`src/rtl/glb_pe_sequencer_pkg.sv`:
```
// Shared definitions for the GLB/PE cluster tile sequencer: state encoding,
// default GLB base addresses and the wait-counter width.
package glb_pe_sequencer_pkg;

    typedef enum logic [3:0] {
        IDLE,
        LOAD_W,
        LOAD_A,
        DIST,
        START,
        COMPUTE,
        RD_REQ,
        RD_CAP,
        RD_OUT
    } state_e;

    localparam int DEF_WGHT_BASE = 0;
    localparam int DEF_IACT_BASE = 100;
    localparam int DEF_PSUM_BASE = 500;
    localparam int TMO_W         = 12;

endpackage

```
`src/rtl/glb_stream_writer.sv`:
```
// Counts accepted stream words and turns each one into a registered GLB
// write strobe at BASE + index; flags the last word of the burst.
module glb_stream_writer #(
    parameter int ADDR_BITWIDTH = 10,
    parameter int COUNT         = 9,
    parameter int BASE          = 0
) (
    input  logic                     clk_i,
    input  logic                     rst_ni,
    input  logic                     clr_i,
    input  logic                     accept_i,
    output logic                     last_o,
    output logic                     write_en_o,
    output logic [ADDR_BITWIDTH-1:0] w_addr_o
);

    localparam int CNT_W = (COUNT > 1) ? $clog2(COUNT) : 1;

    logic [CNT_W-1:0]         cnt_q, cnt_d;
    logic                     we_q, we_d;
    logic [ADDR_BITWIDTH-1:0] addr_q, addr_d;

    assign last_o     = accept_i && (cnt_q == CNT_W'(COUNT - 1));
    assign write_en_o = we_q;
    assign w_addr_o   = addr_q;

    // Counter self-wraps on the last word so the next burst starts at BASE.
    always_comb begin
        cnt_d  = cnt_q;
        we_d   = accept_i;
        addr_d = addr_q;
        if (clr_i) begin
            cnt_d = '0;
        end else if (accept_i) begin
            addr_d = ADDR_BITWIDTH'(BASE) + ADDR_BITWIDTH'(cnt_q);
            cnt_d  = last_o ? '0 : cnt_q + 1'b1;
        end
    end

    always_ff @(posedge clk_i or negedge rst_ni) begin
        if (!rst_ni) begin
            cnt_q  <= '0;
            we_q   <= 1'b0;
            addr_q <= '0;
        end else begin
            cnt_q  <= cnt_d;
            we_q   <= we_d;
            addr_q <= addr_d;
        end
    end

endmodule

```
`src/rtl/glb_pe_sequencer.sv`:
```
// One-job-per-go controller for a GLB + PE cluster tile: loads weights and
// iacts into the GLBs, runs distribution and compute, then drains psums.
module glb_pe_sequencer
    import glb_pe_sequencer_pkg::*;
#(
    parameter int DATA_BITWIDTH = 16,
    parameter int ADDR_BITWIDTH = 10,
    parameter int NUM_WGHT      = 9,
    parameter int NUM_IACT      = 25,
    parameter int NUM_PSUM      = 9,
    parameter int WGHT_BASE     = DEF_WGHT_BASE,
    parameter int IACT_BASE     = DEF_IACT_BASE,
    parameter int PSUM_BASE     = DEF_PSUM_BASE,
    parameter int TIMEOUT       = 4095
) (
    input  logic                     clk,
    input  logic                     reset,
    input  logic                     cfg_go,
    output logic                     busy,
    output logic                     job_done,
    output logic                     error,
    input  logic                     in_valid,
    output logic                     in_ready,
    input  logic [DATA_BITWIDTH-1:0] in_data,
    output logic                     write_en_wght,
    output logic                     write_en_iact,
    output logic [ADDR_BITWIDTH-1:0] w_addr_wght,
    output logic [ADDR_BITWIDTH-1:0] w_addr_iact,
    output logic [DATA_BITWIDTH-1:0] w_data,
    output logic                     enable_wght,
    output logic                     enable_iact,
    output logic                     start,
    input  logic                     load_done,
    input  logic                     compute_done,
    output logic                     req_read_psum,
    output logic [ADDR_BITWIDTH-1:0] r_addr_psum,
    input  logic [DATA_BITWIDTH-1:0] r_data_psum,
    output logic                     out_valid,
    input  logic                     out_ready,
    output logic [DATA_BITWIDTH-1:0] out_data
);

    localparam int PCNT_W = (NUM_PSUM > 1) ? $clog2(NUM_PSUM) : 1;

    state_e                   state_q, state_d;
    logic [TMO_W-1:0]         wait_q, wait_d;
    logic [PCNT_W-1:0]        rd_cnt_q, rd_cnt_d;
    logic                     error_q, error_d;
    logic                     job_done_q, job_done_d;
    logic                     busy_q, in_ready_q, enable_q, start_q, req_q, out_valid_q;
    logic [ADDR_BITWIDTH-1:0] r_addr_q;
    logic [DATA_BITWIDTH-1:0] w_data_q, out_data_q;
    logic                     go_clr, acc_w, acc_a, w_last, a_last;

    assign acc_w = (state_q == LOAD_W) && in_valid && in_ready_q;
    assign acc_a = (state_q == LOAD_A) && in_valid && in_ready_q;

    glb_stream_writer #(
        .ADDR_BITWIDTH(ADDR_BITWIDTH),
        .COUNT        (NUM_WGHT),
        .BASE         (WGHT_BASE)
    ) u_wr_wght (
        .clk_i     (clk),
        .rst_ni    (reset),
        .clr_i     (go_clr),
        .accept_i  (acc_w),
        .last_o    (w_last),
        .write_en_o(write_en_wght),
        .w_addr_o  (w_addr_wght)
    );

    glb_stream_writer #(
        .ADDR_BITWIDTH(ADDR_BITWIDTH),
        .COUNT        (NUM_IACT),
        .BASE         (IACT_BASE)
    ) u_wr_iact (
        .clk_i     (clk),
        .rst_ni    (reset),
        .clr_i     (go_clr),
        .accept_i  (acc_a),
        .last_o    (a_last),
        .write_en_o(write_en_iact),
        .w_addr_o  (w_addr_iact)
    );

    always_comb begin
        state_d    = state_q;
        wait_d     = '0;
        rd_cnt_d   = rd_cnt_q;
        error_d    = error_q;
        job_done_d = 1'b0;
        go_clr     = 1'b0;
        case (state_q)
            IDLE: if (cfg_go) begin
                state_d  = LOAD_W;
                error_d  = 1'b0;
                go_clr   = 1'b1;
                rd_cnt_d = '0;
            end
            LOAD_W: if (w_last) state_d = LOAD_A;
            LOAD_A: if (a_last) state_d = DIST;
            DIST: begin
                if (load_done) begin
                    state_d = START;
                end else if (wait_q == TMO_W'(TIMEOUT - 1)) begin
                    state_d = IDLE;
                    error_d = 1'b1;
                end else begin
                    wait_d = wait_q + 1'b1;
                end
            end
            START: state_d = COMPUTE;
            COMPUTE: begin
                if (compute_done) begin
                    state_d  = RD_REQ;
                    rd_cnt_d = '0;
                end else if (wait_q == TMO_W'(TIMEOUT - 1)) begin
                    state_d = IDLE;
                    error_d = 1'b1;
                end else begin
                    wait_d = wait_q + 1'b1;
                end
            end
            RD_REQ: state_d = RD_CAP;
            RD_CAP: state_d = RD_OUT;
            RD_OUT: if (out_valid_q && out_ready) begin
                if (rd_cnt_q == PCNT_W'(NUM_PSUM - 1)) begin
                    state_d    = IDLE;
                    job_done_d = 1'b1;
                end else begin
                    state_d  = RD_REQ;
                    rd_cnt_d = rd_cnt_q + 1'b1;
                end
            end
            default: state_d = IDLE;
        endcase
    end

    // Level outputs are decoded from the next state so they line up with state_q.
    always_ff @(posedge clk or negedge reset) begin
        if (!reset) begin
            state_q     <= IDLE;
            wait_q      <= '0;
            rd_cnt_q    <= '0;
            error_q     <= 1'b0;
            job_done_q  <= 1'b0;
            busy_q      <= 1'b0;
            in_ready_q  <= 1'b0;
            enable_q    <= 1'b0;
            start_q     <= 1'b0;
            req_q       <= 1'b0;
            out_valid_q <= 1'b0;
            r_addr_q    <= '0;
            w_data_q    <= '0;
            out_data_q  <= '0;
        end else begin
            state_q     <= state_d;
            wait_q      <= wait_d;
            rd_cnt_q    <= rd_cnt_d;
            error_q     <= error_d;
            job_done_q  <= job_done_d;
            busy_q      <= (state_d != IDLE);
            in_ready_q  <= (state_d == LOAD_W) || (state_d == LOAD_A);
            enable_q    <= (state_d == DIST);
            start_q     <= (state_d == START);
            req_q       <= (state_d == RD_REQ);
            out_valid_q <= (state_d == RD_OUT);
            if (state_d == RD_REQ)
                r_addr_q <= ADDR_BITWIDTH'(PSUM_BASE) + ADDR_BITWIDTH'(rd_cnt_d);
            if (acc_w || acc_a)
                w_data_q <= in_data;
            if (state_q == RD_CAP)
                out_data_q <= r_data_psum;
        end
    end

    assign busy          = busy_q;
    assign job_done      = job_done_q;
    assign error         = error_q;
    assign in_ready      = in_ready_q;
    assign w_data        = w_data_q;
    assign enable_wght   = enable_q;
    assign enable_iact   = enable_q;
    assign start         = start_q;
    assign req_read_psum = req_q;
    assign r_addr_psum   = r_addr_q;
    assign out_valid     = out_valid_q;
    assign out_data      = out_data_q;

endmodule

```
`config.mk`:
```
export PLATFORM = sky130hd
export DESIGN_NAME = glb_pe_sequencer
export DESIGN_NICKNAME = d
export VERILOG_FILES = /design/src/rtl/glb_pe_sequencer_pkg.sv /design/src/rtl/glb_stream_writer.sv /design/src/rtl/glb_pe_sequencer.sv
export SDC_FILE = /design/constraint.sdc
export NUM_CORES = 1
export LEC_CHECK = 0
export CORE_MARGIN = 4
export CORE_UTILIZATION = 39
export CTS_CLUSTER_SIZE = 8
export DETAILED_ROUTE_END_ITERATION = 7
export DONT_BUFFER_PORTS = 1
export PLACE_DENSITY_LB_ADDON = 0.05
export SLEW_MARGIN = 5
export SYNTH_ARGS = -nofsm -noshare
export SYNTH_HDL_FRONTEND = slang
export SYNTH_SLANG_ARGS = --single-unit
```
`constraint.sdc`:
```
create_clock -name clk -period 2.02 [get_ports clk]
set_input_delay 0.303 -clock clk [delete_from_list [all_inputs] [get_ports clk]]
set_output_delay 0.303 -clock clk [all_outputs]
set_load 0.05 [all_outputs]
```
==> results of run 1 <==
## layer usage
layer	track usage, %	wire (um)
met1	19.1	3670
met2	19.5	3620
met3	4.52	552
met4	5.61	72
met5	0	0
## power by group
| group | internal [mW] | switching [mW] | total, mW |
|---|---|---|---|
| Combinational | 0.841 | 0.801 | 1.64 |
| Clock | 0.679 | 0.625 | 1.30 |
| Sequential | 2.28 | 1.93 | 4.21 |
| Total | 3.80 | 3.35 | 7.16 |
## layout make-up
type,count,share of cell area [%]
clock inverters,3,1.02
clock buffers,13,3.64
repair buffers,37,6.52
inverters,14,1.16
well taps,133,3.58
flip-flops and latches,89,48.1
multi-input cells,229,36.0
## worst paths after layout
check / from / endpoint / slack [ps] / cells after the start
worst min register to register: rd_cnt_q[0] / r_addr_psum[0] / 510 / 1
worst max-delay path: state_q[3] / r_addr_psum[9] / 90 / 6
min in group clk: r_data_psum[10] / out_data[10] / 80 / 1
max in group asynchronous: reset / r_addr_psum[8] / 2250 / 0
worst max register to register: state_q[3] / r_addr_psum[9] / 90 / 6
worst min-delay path: reset / u_wr_iact.w_addr_o[6] / -380 / 0
## flip-flops by register name, indices dropped and copies added, names as in the netlist, 4 cells and up
signal              cells
r_addr_psum             6
u_wr_iact.w_addr_o      8
out_data               16
w_data                 16
u_wr_wght.cnt_q         4
rd_cnt_q                4
state_q                 4
u_wr_iact.cnt_q         5
u_wr_wght.w_addr_o      4
wait_q                 12
## critical path: cells and delay by family, from the launching register on
kind	cells	cell delay, ps
AO/OA/AOI/OAI	1	340
buffers and inverters	1	170
flip-flops	1	470
multiplexers	1	310
AND/OR/NAND/NOR	3	520
## through the flow
step	instances	setup TNS, ps	instance area [um^2]	setup slack [ps]	util (%)
floorplan	354	0	4080	57.6	-
global placement	496	0	4350	21.4	43.7
detailed placement	496	-2.05	4350	-2.05	43.7
CTS	512	0	4570	28.0	45.9
global route	518	0	4640	3.06	46.7
finish	518	0	4640	91.0	46.7
## logic make-up (layout without fill, tap and decap cells)
| group | Yosys count | in the layout | synth area share, % |
|---|---|---|---|
| buf+inv | 36 | 67 | 5.13 |
| flops | 89 | 89 | 55.0 |
| fa+ha+maj | 12 | 12 | 3.71 |
| other cells | 1 | 8 | 0.0926 |
| simple gates | 114 | 114 | 15.9 |
| compound gates | 46 | 46 | 7.13 |
| xor+xnor | 12 | 12 | 2.59 |
| mux | 37 | 37 | 10.5 |
## cell usage in the layout (no fill, tap or decap), types with 3 or more instances in the layout
cell and count:
dfrtp_2 6, mux2_4 3, buf_4 35, ha_1 12, nor3b_1 4, inv_1 11, xor2_1 8, nor2_1 22
nand4_1 4, mux2_2 32, nand3_1 13, clkbuf_8 12, dfrtp_1 83, xnor2_1 4, conb_1 8, nand2_1 36
a21oi_1 8, o21ai_0 19
## what timing repair did
item,4_1_cts,5_1_grt
pin swaps,1,3
endpoints found under the setup margin,2,18
resized for setup,2,10
buffers inserted,0,6
endpoints found under the hold margin,89,89
==> flow_summary.json, run 1 <==
{
  "maxCapViolCount": 0,
  "fin_nets": 431,
  "final_max_slew_viol_count": 0,
  "drc": 0,
  "peakVddDrop_mv": 0.870,
  "ant_nets": 0,
  "crit_type": "register to register",
  "hold_slack_ps": -375,
  "yosysTopAreaCellShare_pct": 55.0,
  "cpMaxStageDelayCell": "dfrtp_2",
  "yosysUniqueCellTypes": 59,
  "finalSetupViolations": 0,
  "routed_wl_um": 7910,
  "synth.avg_cell_area_um2": 11.7,
  "drt_iter0_drc": 168,
  "multiInputGateArea_um2": 1670,
  "post_drt_wl_per_cell_um": 15.3,
  "drive_above_1_share_pct": 29.1,
  "antenna_found_initial": 0,
  "drt_pass1_iterations": 4,
  "die_w_um": 110,
  "area_growth_pct": 14.6,
  "std_cell_rows": 36,
  "cts-root-buf": "clkbuf_8",
  "start_util_pct": 40.7,
  "ctsHtreeMaxLevel": 3,
  "start_kind": "register",
  "cpPeakStageDelay_ps": 470,
  "path_cells": "buf_4, nor3_2, nand4_2, o2111a_2, nand3_4, mux2_4",
  "ios": 112,
  "syn-cell-area_um2": 4050,
  "power_mw": 7.16,
  "dp_hpwl_um": 5560,
  "hold_class": "primary input to async pin",
  "synth_top_cell_by_area": "dfrtp_1",
  "cp.arrival_ps": 2170,
  "critPathCaptureType": "register",
  "synth_edf_count": 0,
  "vias_per_cell": 4.89,
  "ys.warnings.count": 0,
  "clock_latency_ps": 360,
  "cts.sinks": 89,
  "synthTopCellsByArea": "dfrtp_1 (55%), mux2_2 (8.9%), ha_1 (3.7%)",
  "die_area_um2": 12100,
  "port_buffers": 0,
  "tightestPinTransition_ps": 514,
  "power.leakage_nw": 2.12,
  "clock.fmax_ghz": 0.518,
  "synth_seq_cells": 89,
  "core-area_um2": 9950,
  "cp_max_fo": 7,
  "num_vias": 2534,
  "clkTransAtPathRegs_ps": 90,
  "grt_max_degree": 90,
  "antenna_cells": 0,
  "grt_pass1_vias": 2581,
  "ys_seq_area_share_pct": 55.0,
  "ys.flop_type": "dfrtp_1",
  "violations": "hold timing",
  "rsz0062_at_grt": "no",
  "p_per_area_nw_per_um2": 1540,
  "worstPathRequired_ps": 2260,
  "fin_crit_sh_pct": 95.5,
  "synthArstFlopShare_pct": 100,
  "synth_commonest_cells": "dfrtp_1 (89), nand2_1 (36), mux2_2 (32), nor2_1 (24), o21ai_0 (21)",
  "fin_crit_ps": 1930,
  "synthCells": 347,
  "fillers": 911,
  "grt_pass1_wl_um": 12800,
  "hold_viol": 89,
  "clockBufferDepth": 2,
  "grt_usage_pct": 13.7,
  "clock_skew_ps": 15.2,
  "grt.overflow.total": 0,
  "die_h_um": 110,
  "cts_tree": "done",
  "routabilityCongestion": 0.808,
  "status": "complete, but fails checks",
  "max-slew-margin-rel_pct": 65.7,
  "seq_area_um2": 2230,
  "numCtsBuffers": 9,
  "yosysMostFrequentCell": "dfrtp_1"
}
No activity file was read; power rests on OpenSTA's default activity.
==> run 2, diff against run 1 <==
Settings changed: PLACE_DENSITY from default to 0.58, PLACE_DENSITY_LB_ADDON 0.05 to default.
==> run 2 against run 1 <==
The flow still finishes with violations (hold timing). Cell area down 1.5%. Setup slack better by 17 ps. Cell count down 1.2%. Routed wire length down 0.54%. Sequential share of layout area up 0.72 points. Sequential power about the same. Total power down 3.6%. Via count up 0.87%. Critical path type unchanged. Largest cell class unchanged.
==> flow_summary.json, run 2 (synthesis gave the netlist of run 1 again) <==
{
  "status": "complete, but fails checks",
  "violations": "hold timing",
  "clkTransAtPathRegs_ps": 80,
  "clock.fmax_ghz": 0.523,
  "cts-root-buf": "clkbuf_8",
  "fin_crit_ps": 1910,
  "timing.rr.end": "w_data[1]",
  "vias_per_cell": 4.99,
  "layout_common_cells": "dfrtp_1 (84), nand2_1 (36), mux2_2 (32)",
  "setup_tns_ps": 0,
  "clock_latency_ps": 360,
  "grt_pass1_vias": 2584,
  "mostFrequentLayoutCell": "dfrtp_1",
  "maxCapViolCount": 0,
  "cp.arrival_ps": 2150,
  "port_buffers": 0,
  "worstReg2RegStart": "state_q[0]",
  "r2r_slack_ps": 110,
  "cts_tree": "done",
  "layout_setup_ws_ps": 108,
  "power_mw": 6.90,
  "worstPathRequired_ps": 2260,
  "routabilityCongestion": 0.812,
  "critPathCaptureType": "register",
  "crit_type": "register to register",
  "die_h_um": 110,
  "fin_crit_sh_pct": 94.6,
  "reg2reg_depth": 7,
  "fillers": 921,
  "hold_class": "primary input to async pin",
  "p_per_area_nw_per_um2": 1510,
  "post-place-ws_ps": 20.0,
  "drt_iter0_drc": 124,
  "peakVddDrop_mv": 0.644,
  "dp_hpwl_um": 5650,
  "finalSetupViolations": 0,
  "start_util_pct": 40.7,
  "clockBufferDepth": 2,
  "die_area_um2": 12100,
  "rsz0062_at_grt": "no",
  "drive_above_1_share_pct": 27.7,
  "drc": 0,
  "wl_met2_um": 3890,
  "antenna_found_initial": 0,
  "grt_pass1_wl_um": 12600,
  "clock_skew_ps": 7.57,
  "cts.sinks": 89,
  "die_w_um": 110,
  "start_kind": "register",
  "numCtsBuffers": 9,
  "hold_slack_ps": -355,
  "drt_pass1_iterations": 4,
  "met1_length_um": 3310,
  "antenna_cells": 0,
  "utilization_pct": 45.9,
  "ios": 112,
  "routed.top_layer": "met4",
  "post_drt_wl_per_cell_um": 15.4,
  "fin_nets": 425,
  "core-area_um2": 9950,
  "hold_viol": 89,
  "grt_max_degree": 90,
  "area_growth_pct": 12.9,
  "std_cell_rows": 36,
  "final_max_slew_viol_count": 0,
  "num_vias": 2556,
  "cp_max_fo": 16,
  "ant_nets": 0,
  "grt.overflow.total": 0,
  "routed_wl_um": 7870,
  "met3_wirelength_um": 539,
  "ctsHtreeMaxLevel": 3,
  "power.leakage_nw": 2.08,
  "grt_usage_pct": 13.6
}
## run 2: how the worst max path moves through the flow
stage,endpoint,start
global route,w_data[1],state_q[0]
floorplan,r_addr_psum[1],in_ready
CTS,r_addr_psum[9],u_wr_wght.cnt_q[0]
global placement,r_addr_psum[3],state_q[2]
finish,w_data[1],state_q[0]
detailed placement,r_addr_psum[3],state_q[2]
## run 2: power by group
part	leakage (nW)	internal [mW]	total, mW	switching, mW
sequential	1.13	2.28	4.19	1.92
clock	0.0891	0.476	1.08	0.602
combinational	0.855	0.797	1.63	0.830
## run 2: worst max-delay path, stage by stage (launching register included)
cell and delay, ps:
dfrtp_1 470, buf_4 200, nor3_4 170, nand4_2 130, buf_4 210, nand2_1 120, buf_12 160, mux2_2 340
## run 2: routing by layer
layer,vias to the layer above,GRT usage (%)
met2,74,21.1
li1,1232,-
met1,1242,16.9
met4,0,6.50
met5,-,0
met3,8,4.64
## run 2: layout make-up
cell class / instances / area (um^2) / area share, %
Inverter: 14 / 57.6 / 1.26
Clock inverter: 5 / 31.3 / 0.684
Tap cell: 133 / 166 / 3.64
Multi-Input combinational cell: 229 / 1690 / 36.9
Sequential cell: 89 / 2230 / 48.8
Clock buffer: 11 / 141 / 3.09
Timing Repair Buffer: 31 / 255 / 5.58
## run 2: timing repair
action	4_1_cts	5_1_grt
pin swaps	0	2
buffers inserted	0	6
setup endpoints to repair	1	15
gates resized for setup	1	13
endpoints found under the hold margin	89	89
cloned	0	0
## run 2: per-stage QoR
step | cell area (um^2) | instances
3_3_place_gp | 4310 | 490
3_5_place_dp | 4310 | 490
2_1_floorplan | 4080 | 354
5_1_grt | 4570 | 512
4_1_cts | 4480 | 506
6_report | 4570 | 512
